<file path="config.mk">
export PLATFORM = sky130hd
export DESIGN_NAME = secure_auth_initiator
export DESIGN_NICKNAME = d
export VERILOG_FILES = /design/src/rtl/secure_auth_pkg.sv /design/src/rtl/auth_lfsr.sv /design/src/rtl/secure_auth_initiator.sv
export SDC_FILE = /design/constraint.sdc
export NUM_CORES = 1
export LEC_CHECK = 0
export ABC_AREA = 1
export CORE_UTILIZATION = 45
export DETAILED_ROUTE_END_ITERATION = 12
export PLACE_DENSITY_LB_ADDON = 0.12
export REMOVE_ABC_BUFFERS = 1
export SYNTH_ARGS = -nofsm -noshare
export SYNTH_HDL_FRONTEND = slang
export SYNTH_SLANG_ARGS = --single-unit
</file>
<file path="constraint.sdc">
create_clock -name clk -period 2.99 [get_ports clk]
set_clock_uncertainty 0.2 [all_clocks]
set_input_delay 0.598 -clock clk [delete_from_list [all_inputs] [get_ports clk]]
set_output_delay 0.598 -clock clk [all_outputs]
set_load 0.05 [all_outputs]
</file>
<file path="src/rtl/secure_auth_pkg.sv">
// secure_auth_pkg: shared types, defaults, LFSR taps and keyed digest for the secure-unlock initiator.
// Rev 1.0
`default_nettype none

package secure_auth_pkg;

   typedef enum logic [2:0] {
      IDLE      = 3'd0,
      ISSUE     = 3'd1,
      WAIT_RSP  = 3'd2,
      RESET_RSP = 3'd3,
      DONE      = 3'd4,
      FAIL      = 3'd5
   } auth_state_t;

   localparam int DEF_CHAL_W        = 4;
   localparam int DEF_SIG_W         = 8;
   localparam int DEF_TIMEOUT_CYC   = 16;
   localparam int DEF_MAX_RETRY     = 3;
   localparam int DEF_RST_PULSE_CYC = 2;
   localparam int DEF_LFSR_SEED     = 9;
   localparam int DEF_LOCKOUT_CYC   = 64;

   localparam int DIGEST_MAXW = 64;

   // x^4 + x^3 + 1: feedback is bit3 ^ bit2 of a left-shifting register.
   localparam logic [3:0] LFSR4_TAPS = 4'b1100;

   // Maximal-length taps so a nonzero seed can never reach the all-zero state.
   function automatic logic [31:0] lfsr_taps(input int width);
      case (width)
         3:       return 32'h0000_0006;
         4:       return {28'd0, LFSR4_TAPS};
         5:       return 32'h0000_0014;
         6:       return 32'h0000_0030;
         7:       return 32'h0000_0060;
         8:       return 32'h0000_00B8;
         16:      return 32'h0000_B400;
         default: return {28'd0, LFSR4_TAPS};
      endcase
   endfunction

   // rotl(key, chal[2:0]) XOR the challenge replicated across the key width.
   function automatic logic [DIGEST_MAXW-1:0] auth_digest(
      input logic [DIGEST_MAXW-1:0] key,
      input logic [DIGEST_MAXW-1:0] chal,
      input int                     sig_w,
      input int                     chal_w
   );
      logic [DIGEST_MAXW-1:0] d;
      int                     rot;
      d   = '0;
      rot = int'(chal[2:0]) % sig_w;
      for (int i = 0; i < sig_w; i++) begin
         d[(i + rot) % sig_w] = key[i];
      end
      for (int i = 0; i < sig_w; i++) begin
         d[i] = d[i] ^ chal[i % chal_w];
      end
      return d;
   endfunction

endpackage

`default_nettype wire

</file>
<file path="src/rtl/auth_lfsr.sv">
// auth_lfsr: free-running, seeded, enable-less Fibonacci LFSR used as the challenge source.
// Rev 1.0
`default_nettype none

module auth_lfsr
   import secure_auth_pkg::*;
#(
   parameter int               WIDTH = DEF_CHAL_W,
   parameter logic [WIDTH-1:0] SEED  = WIDTH'(DEF_LFSR_SEED)
) (
   input  logic             clk,
   input  logic             resetn,
   output logic [WIDTH-1:0] value
);

   localparam logic [WIDTH-1:0] TAPS = WIDTH'(lfsr_taps(WIDTH));

   logic feedback;

   assign feedback = ^(value & TAPS);

   // The zero check only matters after an upset; it keeps the never-zero guarantee unconditional.
   always_ff @(posedge clk or negedge resetn) begin
      if (!resetn) begin
         value <= SEED;
      end else if (value == '0) begin
         value <= SEED;
      end else begin
         value <= {value[WIDTH-2:0], feedback};
      end
   end

endmodule

`default_nettype wire

</file>
<file path="src/rtl/secure_auth_initiator.sv">
// secure_auth_initiator: host-side driver of the secure-unlock handshake with retry and responder recovery.
// Rev 1.0 -- optional post-failure lockout enabled by defining SEC_AUTH_LOCKOUT_EN.
`default_nettype none

module secure_auth_initiator
   import secure_auth_pkg::*;
#(
   parameter int                CHAL_W        = DEF_CHAL_W,
   parameter int                SIG_W         = DEF_SIG_W,
   parameter int                TIMEOUT_CYC   = DEF_TIMEOUT_CYC,
   parameter int                MAX_RETRY     = DEF_MAX_RETRY,
   parameter int                RST_PULSE_CYC = DEF_RST_PULSE_CYC,
   parameter logic [CHAL_W-1:0] LFSR_SEED     = CHAL_W'(DEF_LFSR_SEED),
   parameter int                LOCKOUT_CYC   = DEF_LOCKOUT_CYC,
   localparam int               RCW           = (MAX_RETRY > 0) ? $clog2(MAX_RETRY + 1) : 1
) (
   input  logic              clk,
   input  logic              resetn,
   input  logic              auth_req_i,
   input  logic              auth_clear_i,
   input  logic [SIG_W-1:0]  auth_key_i,
   input  logic [SIG_W-1:0]  golden_tag_i,
   input  logic              rsp_locked_i,
   input  logic              rsp_error_i,
   input  logic              rsp_secure_i,
   output logic              write_enable_o,
   output logic [CHAL_W-1:0] challenge_o,
   output logic              sig_o,
   output logic              rsp_resetn_o,
   output logic              auth_busy_o,
   output logic              auth_done_o,
   output logic              auth_fail_o,
   output logic [RCW-1:0]    retry_cnt_o,
   output logic              lockout_o
);

   localparam int TW = (TIMEOUT_CYC > 1) ? $clog2(TIMEOUT_CYC) : 1;
   localparam int PW = (RST_PULSE_CYC > 1) ? $clog2(RST_PULSE_CYC) : 1;

   localparam logic [TW-1:0]  TIMER_LAST = TW'(TIMEOUT_CYC - 1);
   localparam logic [PW-1:0]  PULSE_LAST = PW'(RST_PULSE_CYC - 1);
   localparam logic [RCW-1:0] RETRY_MAX  = RCW'(MAX_RETRY);

   auth_state_t       state;
   logic [CHAL_W-1:0] lfsr;
   logic [TW-1:0]     timer;
   logic [PW-1:0]     pulse_cnt;
   logic              ret_idle;
   logic              digest_ok;
   logic              clear_ok;
   logic              unused_status;

   // Locked status is informational only; the handshake is driven by error and secure.
   assign unused_status = rsp_locked_i;

   auth_lfsr #(
      .WIDTH (CHAL_W),
      .SEED  (LFSR_SEED)
   ) u_lfsr (
      .clk    (clk),
      .resetn (resetn),
      .value  (lfsr)
   );

   assign digest_ok = (SIG_W'(auth_digest(DIGEST_MAXW'(auth_key_i), DIGEST_MAXW'(lfsr), SIG_W, CHAL_W))
                       == golden_tag_i);

`ifdef SEC_AUTH_LOCKOUT_EN
   localparam int             LW        = $clog2(LOCKOUT_CYC + 1);
   localparam logic [LW-1:0]  LOCK_LOAD = LW'(LOCKOUT_CYC);

   logic [LW-1:0] lock_cnt;

   assign lockout_o = (lock_cnt != '0);
   assign clear_ok  = auth_clear_i && (lock_cnt == '0);
`else
   localparam int unused_lockout_cyc = LOCKOUT_CYC;

   assign lockout_o = 1'b0;
   assign clear_ok  = auth_clear_i;
`endif

   always_ff @(posedge clk or negedge resetn) begin
      if (!resetn) begin
         state          <= IDLE;
         challenge_o    <= '0;
         sig_o          <= 1'b0;
         write_enable_o <= 1'b0;
         rsp_resetn_o   <= 1'b1;
         auth_busy_o    <= 1'b0;
         auth_done_o    <= 1'b0;
         auth_fail_o    <= 1'b0;
         retry_cnt_o    <= '0;
         timer          <= '0;
         pulse_cnt      <= '0;
         ret_idle       <= 1'b0;
`ifdef SEC_AUTH_LOCKOUT_EN
         lock_cnt       <= '0;
`endif
      end else begin
         write_enable_o <= 1'b0;
`ifdef SEC_AUTH_LOCKOUT_EN
         if (lock_cnt != '0) lock_cnt <= lock_cnt - 1'b1;
`endif
         case (state)
            IDLE: begin
               if (auth_req_i) begin
                  challenge_o    <= lfsr;
                  sig_o          <= digest_ok;
                  write_enable_o <= 1'b1;
                  auth_busy_o    <= 1'b1;
                  state          <= ISSUE;
               end
            end
            ISSUE: begin
               timer <= '0;
               state <= WAIT_RSP;
            end
            WAIT_RSP: begin
               // Error outranks secure, and any status outranks the timeout on the same cycle.
               if (rsp_error_i || (!rsp_secure_i && timer == TIMER_LAST)) begin
                  if (retry_cnt_o < RETRY_MAX) begin
                     retry_cnt_o  <= retry_cnt_o + 1'b1;
                     ret_idle     <= 1'b0;
                     pulse_cnt    <= '0;
                     rsp_resetn_o <= 1'b0;
                     state        <= RESET_RSP;
                  end else begin
                     auth_busy_o <= 1'b0;
                     auth_fail_o <= 1'b1;
                     state       <= FAIL;
`ifdef SEC_AUTH_LOCKOUT_EN
                     lock_cnt    <= LOCK_LOAD;
`endif
                  end
               end else if (rsp_secure_i) begin
                  auth_busy_o <= 1'b0;
                  auth_done_o <= 1'b1;
                  state       <= DONE;
               end else begin
                  timer <= timer + 1'b1;
               end
            end
            RESET_RSP: begin
               if (pulse_cnt == PULSE_LAST) begin
                  rsp_resetn_o <= 1'b1;
                  if (ret_idle) begin
                     auth_busy_o <= 1'b0;
                     challenge_o <= '0;
                     sig_o       <= 1'b0;
                     state       <= IDLE;
                  end else begin
                     challenge_o    <= lfsr;
                     sig_o          <= digest_ok;
                     write_enable_o <= 1'b1;
                     state          <= ISSUE;
                  end
               end else begin
                  pulse_cnt <= pulse_cnt + 1'b1;
               end
            end
            DONE, FAIL: begin
               if (clear_ok) begin
                  retry_cnt_o  <= '0;
                  auth_done_o  <= 1'b0;
                  auth_fail_o  <= 1'b0;
                  auth_busy_o  <= 1'b1;
                  ret_idle     <= 1'b1;
                  pulse_cnt    <= '0;
                  rsp_resetn_o <= 1'b0;
                  state        <= RESET_RSP;
               end
            end
            default: state <= IDLE;
         endcase
      end
   end

endmodule

`default_nettype wire
</file>
Word-level counts from Yosys, hierarchy flattened
Cells that the tools add are included.

Input port bits: 23. Flip-flop bits (word level): 25. Output and inout port bits: 13.

Bitwise logic cells: 16. Magnitude comparators: 17. Equality and inequality tests: 19. Multiplexer cells: 73. Add/subtract/negate cells: 10. Reduce and logical (&&, ||, !) cells: 36.

Operators with widths (number): bitwise mux 64 bit (7); bitwise AND 64 x 8 -> 64 bit (1); < comparator 4 x 8 -> 1 bit (second input constant) (7); two-way mux 1 bit (31); demux 1 bit (select 4 bit) (7); >= comparator 4 x 1 -> 1 bit (second input constant) (7); two-way mux 4 bit (6); OR reduction 3 bit (7); inequality test 2 bit (second input constant) (10); AND reduction 4 bit (5); two-way mux 3 bit (6); one-hot mux 4 bit (2 select lines) (2); one-hot mux 3 bit (5 select lines) (1); adder 3 bit (first input constant) (4); one-hot mux 1 bit (2 select lines) (5); logical AND 1 bit (9); == test 8 bit (1); XOR 1 bit (8); bitwise AND 1 bit (first input constant) (7); < comparator 3 x 7 -> 1 bit (second input constant) (1); AND reduction 7 bit (1); adder 2 x 3 -> 3 bit (first input constant) (2); == test 3 x 2 -> 1 bit (second input constant) (2); == test 3 bit (second input constant) (2); 25 further kinds (32).

Logic depth before layout (Yosys ltp)
Gate-level depths: netlist of run 1.

Word-level depth: 19. Depth in mapped cells: 21.

By module
A second synthesis of run 1 with hierarchy kept.

Cells, all modules: 392. Area total of the unflattened synthesis: 2387.3 um^2.

By module, submodules not included: secure_auth_initiator (area an instance 2238.4 um^2, sequential area each 526.8 um^2, cells each 378, instances 1); auth_lfsr (area an instance 148.9 um^2, sequential area each 102.6 um^2, cells each 14, instances 1).

Least setup slack after synthesis of run 1
OpenSTA, ideal clock, no wires.

Path kind: reg-to-reg. Start: register u_lfsr.value[0]. End: register sig_o. Cell stages (with the launch flop): 18. Path buffers: 3. Slack: 0.362 ns. Data arrival time: 2.362 ns. Required time: 2.724 ns. Library setup time: 0.066 ns. Cells stage by stage: dfstp_2 inv_1 buf_2 buf_2 ha_1 inv_1 buf_2 nand3_1 o21ai_0 nand3b_1 nand2_1 nand2_1 nand2_1 nand2_1 nand2_1 nor2_1 nand3_1 nand2_1.

Word-level cells in the longest chain between the ends: 19. Elaborated cells between the ends (all ways): 82.

Ends and longest elaborated chain: start: declaration (line auth_lfsr.sv:13) `output logic [WIDTH-1:0] value`; start signal: assignment (line auth_lfsr.sv:29) `value <= {value[WIDTH-2:0], feedback};`; adder 1 x 3 -> 3 bit (line secure_auth_pkg.sv:55) `d[(i + rot) % sig_w] = key[i];`; OR reduction 3 bit (no line); bitwise AND 1 bit (no line); < comparator 4 x 8 -> 1 bit (implied by the code) or >= comparator 4 x 1 -> 1 bit (tied branches) (line secure_auth_pkg.sv:55); logical AND 1 bit (implied by the code) (line secure_auth_pkg.sv:55); two-way mux 1 bit (implied by the code) (line secure_auth_pkg.sv:55); demux 1 bit (select 4 bit) (line secure_auth_pkg.sv:55); bitwise mux 64 bit (7 in a row) (line secure_auth_pkg.sv:55); XOR 1 bit (line secure_auth_pkg.sv:58) `d[i] = d[i] ^ chal[i % chal_w];`; == test 8 bit (*) (line secure_auth_initiator.sv:66) `== golden_tag_i);`; two-way mux 1 bit (line secure_auth_initiator.sv:147) `if (ret_idle) begin`; two-way mux 1 bit (line secure_auth_initiator.sv:145) `if (pulse_cnt == PULSE_LAST) begin`; one-hot mux 1 bit (2 select lines) (*) (line secure_auth_initiator.sv:105) `case (state)`; end signal: assignment (line secure_auth_initiator.sv:109) `sig_o <= digest_ok;`; end signal: assignment (line secure_auth_initiator.sv:154) `sig_o <= digest_ok;`; end: declaration (line secure_auth_initiator.sv:28) `output logic sig_o,`.

Mark *: on every way between the ends. The rest lies on a longest branch, timed or not. The select of a mux whose other input is x is not followed. A chain may end at the register's enable or synchronous reset.

Final worst setup path of run 1
Ends and elaborated chain as after synthesis.

==> results of run 1 <==
[power groups by stage]
| stage | clock (mW) | combinational (mW) | sequential (mW) |
|---|---|---|---|
| 2_1_floorplan | 0 | 0.368 | 0.751 |
| 3_3_place_gp | 0 | 0.865 | 0.524 |
| 3_5_place_dp | 0 | 0.878 | 0.529 |
| 4_1_cts | 0.210 | 0.882 | 0.522 |
| 6_report | 0.205 | 0.886 | 0.521 |
| 5_1_grt | 0.227 | 0.983 | 0.537 |
[cell type report]
type | count | area (µm²) | area share
inverters | 69 | 259 | 0.0927
clock buffers | 3 | 41.3 | 0.0148
multi-input cells | 277 | 1400 | 0.500
clock inverters | 1 | 7.51 | 0.00269
repair buffers | 39 | 375 | 0.134
well taps | 67 | 83.8 | 0.0300
flip-flops and latches | 25 | 629 | 0.225
[registers in the layout, summed over array words and instances (netlist names)]
name / flops
write_enable_o: 1
challenge_o: 4
auth_done_o: 1
ret_idle: 1
u_lfsr.value: 4
pulse_cnt: 1
auth_busy_o: 1
state: 3
timer: 4
retry_cnt_o: 2
rsp_resetn_o: 1
auth_fail_o: 1
sig_o: 1
[how the worst max path moves through the flow]
stage,from,endpoint,slack [ns],cells past startpoint
3_5_place_dp,auth_key_i[0],sig_o,0.39,17
4_1_cts,u_lfsr.value[1],sig_o,0.41,16
3_3_place_gp,u_lfsr.value[1],sig_o,0.43,16
5_1_grt,u_lfsr.value[1],sig_o,0.14,17
2_1_floorplan,u_lfsr.value[0],sig_o,-0.04,16
6_report,u_lfsr.value[0],sig_o,0.40,16
[stage by stage]
| stage | area, µm² | power (mW) | TNS [ns] |
|---|---|---|---|
| finish | 2790 | 1.61 | 0 |
| global route | 2790 | 1.75 | 0 |
| CTS | 2790 | 1.61 | 0 |
| detailed placement | 2740 | 1.41 | 0 |
| global placement | 2740 | 1.39 | 0 |
| floorplan | 2280 | 1.12 | -0.0402 |
[cell families after synthesis]
| group | after synthesis | synth area share |
|---|---|---|
| AOI/OAI and AO/OA | 41 | 0.0966 |
| xor gates and xnor gates | 6 | 0.0224 |
| adders and majority gates | 5 | 0.0267 |
| buffers and inverters | 78 | 0.136 |
| DFF | 25 | 0.269 |
| other | 1 | 0.00160 |
| and+or+nand+nor | 224 | 0.448 |
[metal layers]
metal	up-vias	track usage	wire length, µm
met1	1140	0.360	2990
met5	-	0	0
met3	11	0.0461	432
met2	106	0.359	2540
li1	1293	-	-
met4	0	0.0321	47
[critical path: cells and delay by family, from the launching register on]
family	cells	cell delay (ns)
and+or+nand+nor	11	0.81
AOI/OAI and AO/OA	1	0.06
adders and majority gates	1	0.33
DFF	1	0.54
buffers and inverters	3	0.52
[synthesized netlist by cell type, types with 4 or more instances]
library cell,n,area [µm²]
nor2_1,30,113
inv_1,66,248
nand2_1,117,439
nand4_1,25,156
ha_1,5,62.6
o21ai_0,23,115
buf_2,5,25.0
a21oi_1,7,35.0
nand3_1,30,150
xnor2_1,4,35.0
dfrtp_1,22,551
==> impl_metrics.ini, run 1 <==
[clock_tree]
numCtsBuffers = 3
cts_tree = done
cts_setup_buffers = 0
cts.sinks = 25
insertion_delay_ns = 0.27
cts_max_level = 1
cts_root_buf = clkbuf_8
cts_resized = 0
clk_pin_slew_worst_paths_ns = 0.09
hold_buffers = 0
clockBufferDepth = 2

[yosys]
yosys_warnings = 0
async_flop_share = 1.00
ys_seq_area_frac = 0.269
postSynthCellCount = 380
syn_avg_cell_area_um2 = 6.17
ys_types = 36
synth_edf_count = 0
ys_seq_elements = 25
syn_area_mm2 = 0.00234
synthFlopType = dfrtp_1

[setup_path]
critPathMaxFanout = 15
cp-start-kind = flip-flop
r2r-start = u_lfsr.value[0]
rr_worst_depth = 16
path_class = flip-flop to flip-flop
r2r-end = sig_o
crit_top_cell = nand2_1
crit_chain = inv_1 -> ha_1 -> inv_1 -> nand4_1 -> inv_1 -> a21oi_1 -> nand2_1 -> nand2_1 -> nand3_2 -> nand2_1 -> nand2_1 -> nand3_1 -> nand2_1 -> nor2_1 -> nand3_1 -> nand2_1
arrival_ns = 2.55
crit_required_ns = 2.96
max_stage_delay_ns = 0.54
cp_slowest_cell = dfstp_2
critPathCaptureType = flip-flop
r2r_slack_ns = 0.40

[grt]
grt_start_max_net_pins = 26
grt_pass1_vias = 2224
grt_pass1_wl_mm = 10.2
overflow = 0
grt_use_total = 0.239
antenna_found_initial = 0

[final_layout]
fin_nets = 443
final_cell_mix = nand2_1 (117), inv_1 (66), clkdlybuf4s50_1 (33)
n_fill_cell = 509
layout_commonest_cell = nand2_1
n_antenna_cell = 0
drive_above_1_share = 0.0725
area_growth_pct = 19.2
fin_cells = 481
utilization = 0.572

[flow_run]
maxCapViolations = 0

[drt]
dr.pass1.iters = 5
vias_per_cell = 5.30
routedWlPerCell_um = 12.5
ant_nets = 0
drt_iter0_drc = 175
drc = 0
drt-total-wl_mm = 6.01
vias = 2550

[floorplanning]
core_area_mm2 = 0.00488
ios = 36
initial_core_util = 0.480
dieArea_mm2 = 0.00550
fp.dieW_um = 74.2
num_rows = 25
fp.dieH_um = 74.2

[timing]
hold-worst-slack_ns = 0.291
rsz0062_at_grt = false
worst_slew_pin_slew_ns = 0.550
min_period_ns = 2.59
drv_slew = 0
fmax_ghz = 0.386
finalSetupViolCount = 0
worst_slack_ns = 0.402
relSlewSlack = 0.629
fin_crit_sh = 0.865
hold_viol = 0

[power_and_ir_drop]
switching_share = 0.483
cellLeakagePower_nw = 1.44
combPwrFrac = 0.549
intPower_uw = 833
power_density_mw_per_mm2 = 577
p_clk_frac = 0.127
p_seq_frac = 0.323
ir_worst_vdd_v = 0.000398
power.switching_uw = 779

[hold_path]
min_path_cells = 2
holdPathEnd = challenge_o[1]
hold_path_class = flip-flop to flip-flop
holdCritStartpoint = challenge_o[1]

[placed_design]
io_buffers = 33
place_inst = 477
post-place-ws_ns = 0.389
dpl.hpwl_mm = 4.75
place.gp.congestion = 0.937

[status]
status = finished clean
No activity file was read; power rests on OpenSTA's default activity.
==> run 2, diff against run 1 <==
--- a/config.mk
+++ b/config.mk
@@ -7,9 +7,11 @@
 export LEC_CHECK = 0
 export ABC_AREA = 1
 export CORE_UTILIZATION = 45
+export CTS_CLUSTER_DIAMETER = 150
 export DETAILED_ROUTE_END_ITERATION = 12
 export PLACE_DENSITY_LB_ADDON = 0.12
 export REMOVE_ABC_BUFFERS = 1
+export SLEW_MARGIN = 20
 export SYNTH_ARGS = -nofsm -noshare
 export SYNTH_HDL_FRONTEND = slang
 export SYNTH_SLANG_ARGS = --single-unit
==> results of run 2 <==
Same layout as run 1: the final DEF is identical, and so are final timing and power.
==> run 3, diff against run 2 <==
--- a/config.mk
+++ b/config.mk
@@ -6,6 +6,7 @@
 export NUM_CORES = 1
 export LEC_CHECK = 0
 export ABC_AREA = 1
+export CAP_MARGIN = 40
 export CORE_UTILIZATION = 45
 export CTS_CLUSTER_DIAMETER = 150
 export DETAILED_ROUTE_END_ITERATION = 12
==> results of run 3 <==
Same layout as run 1: the final DEF is identical, and so are final timing and power.
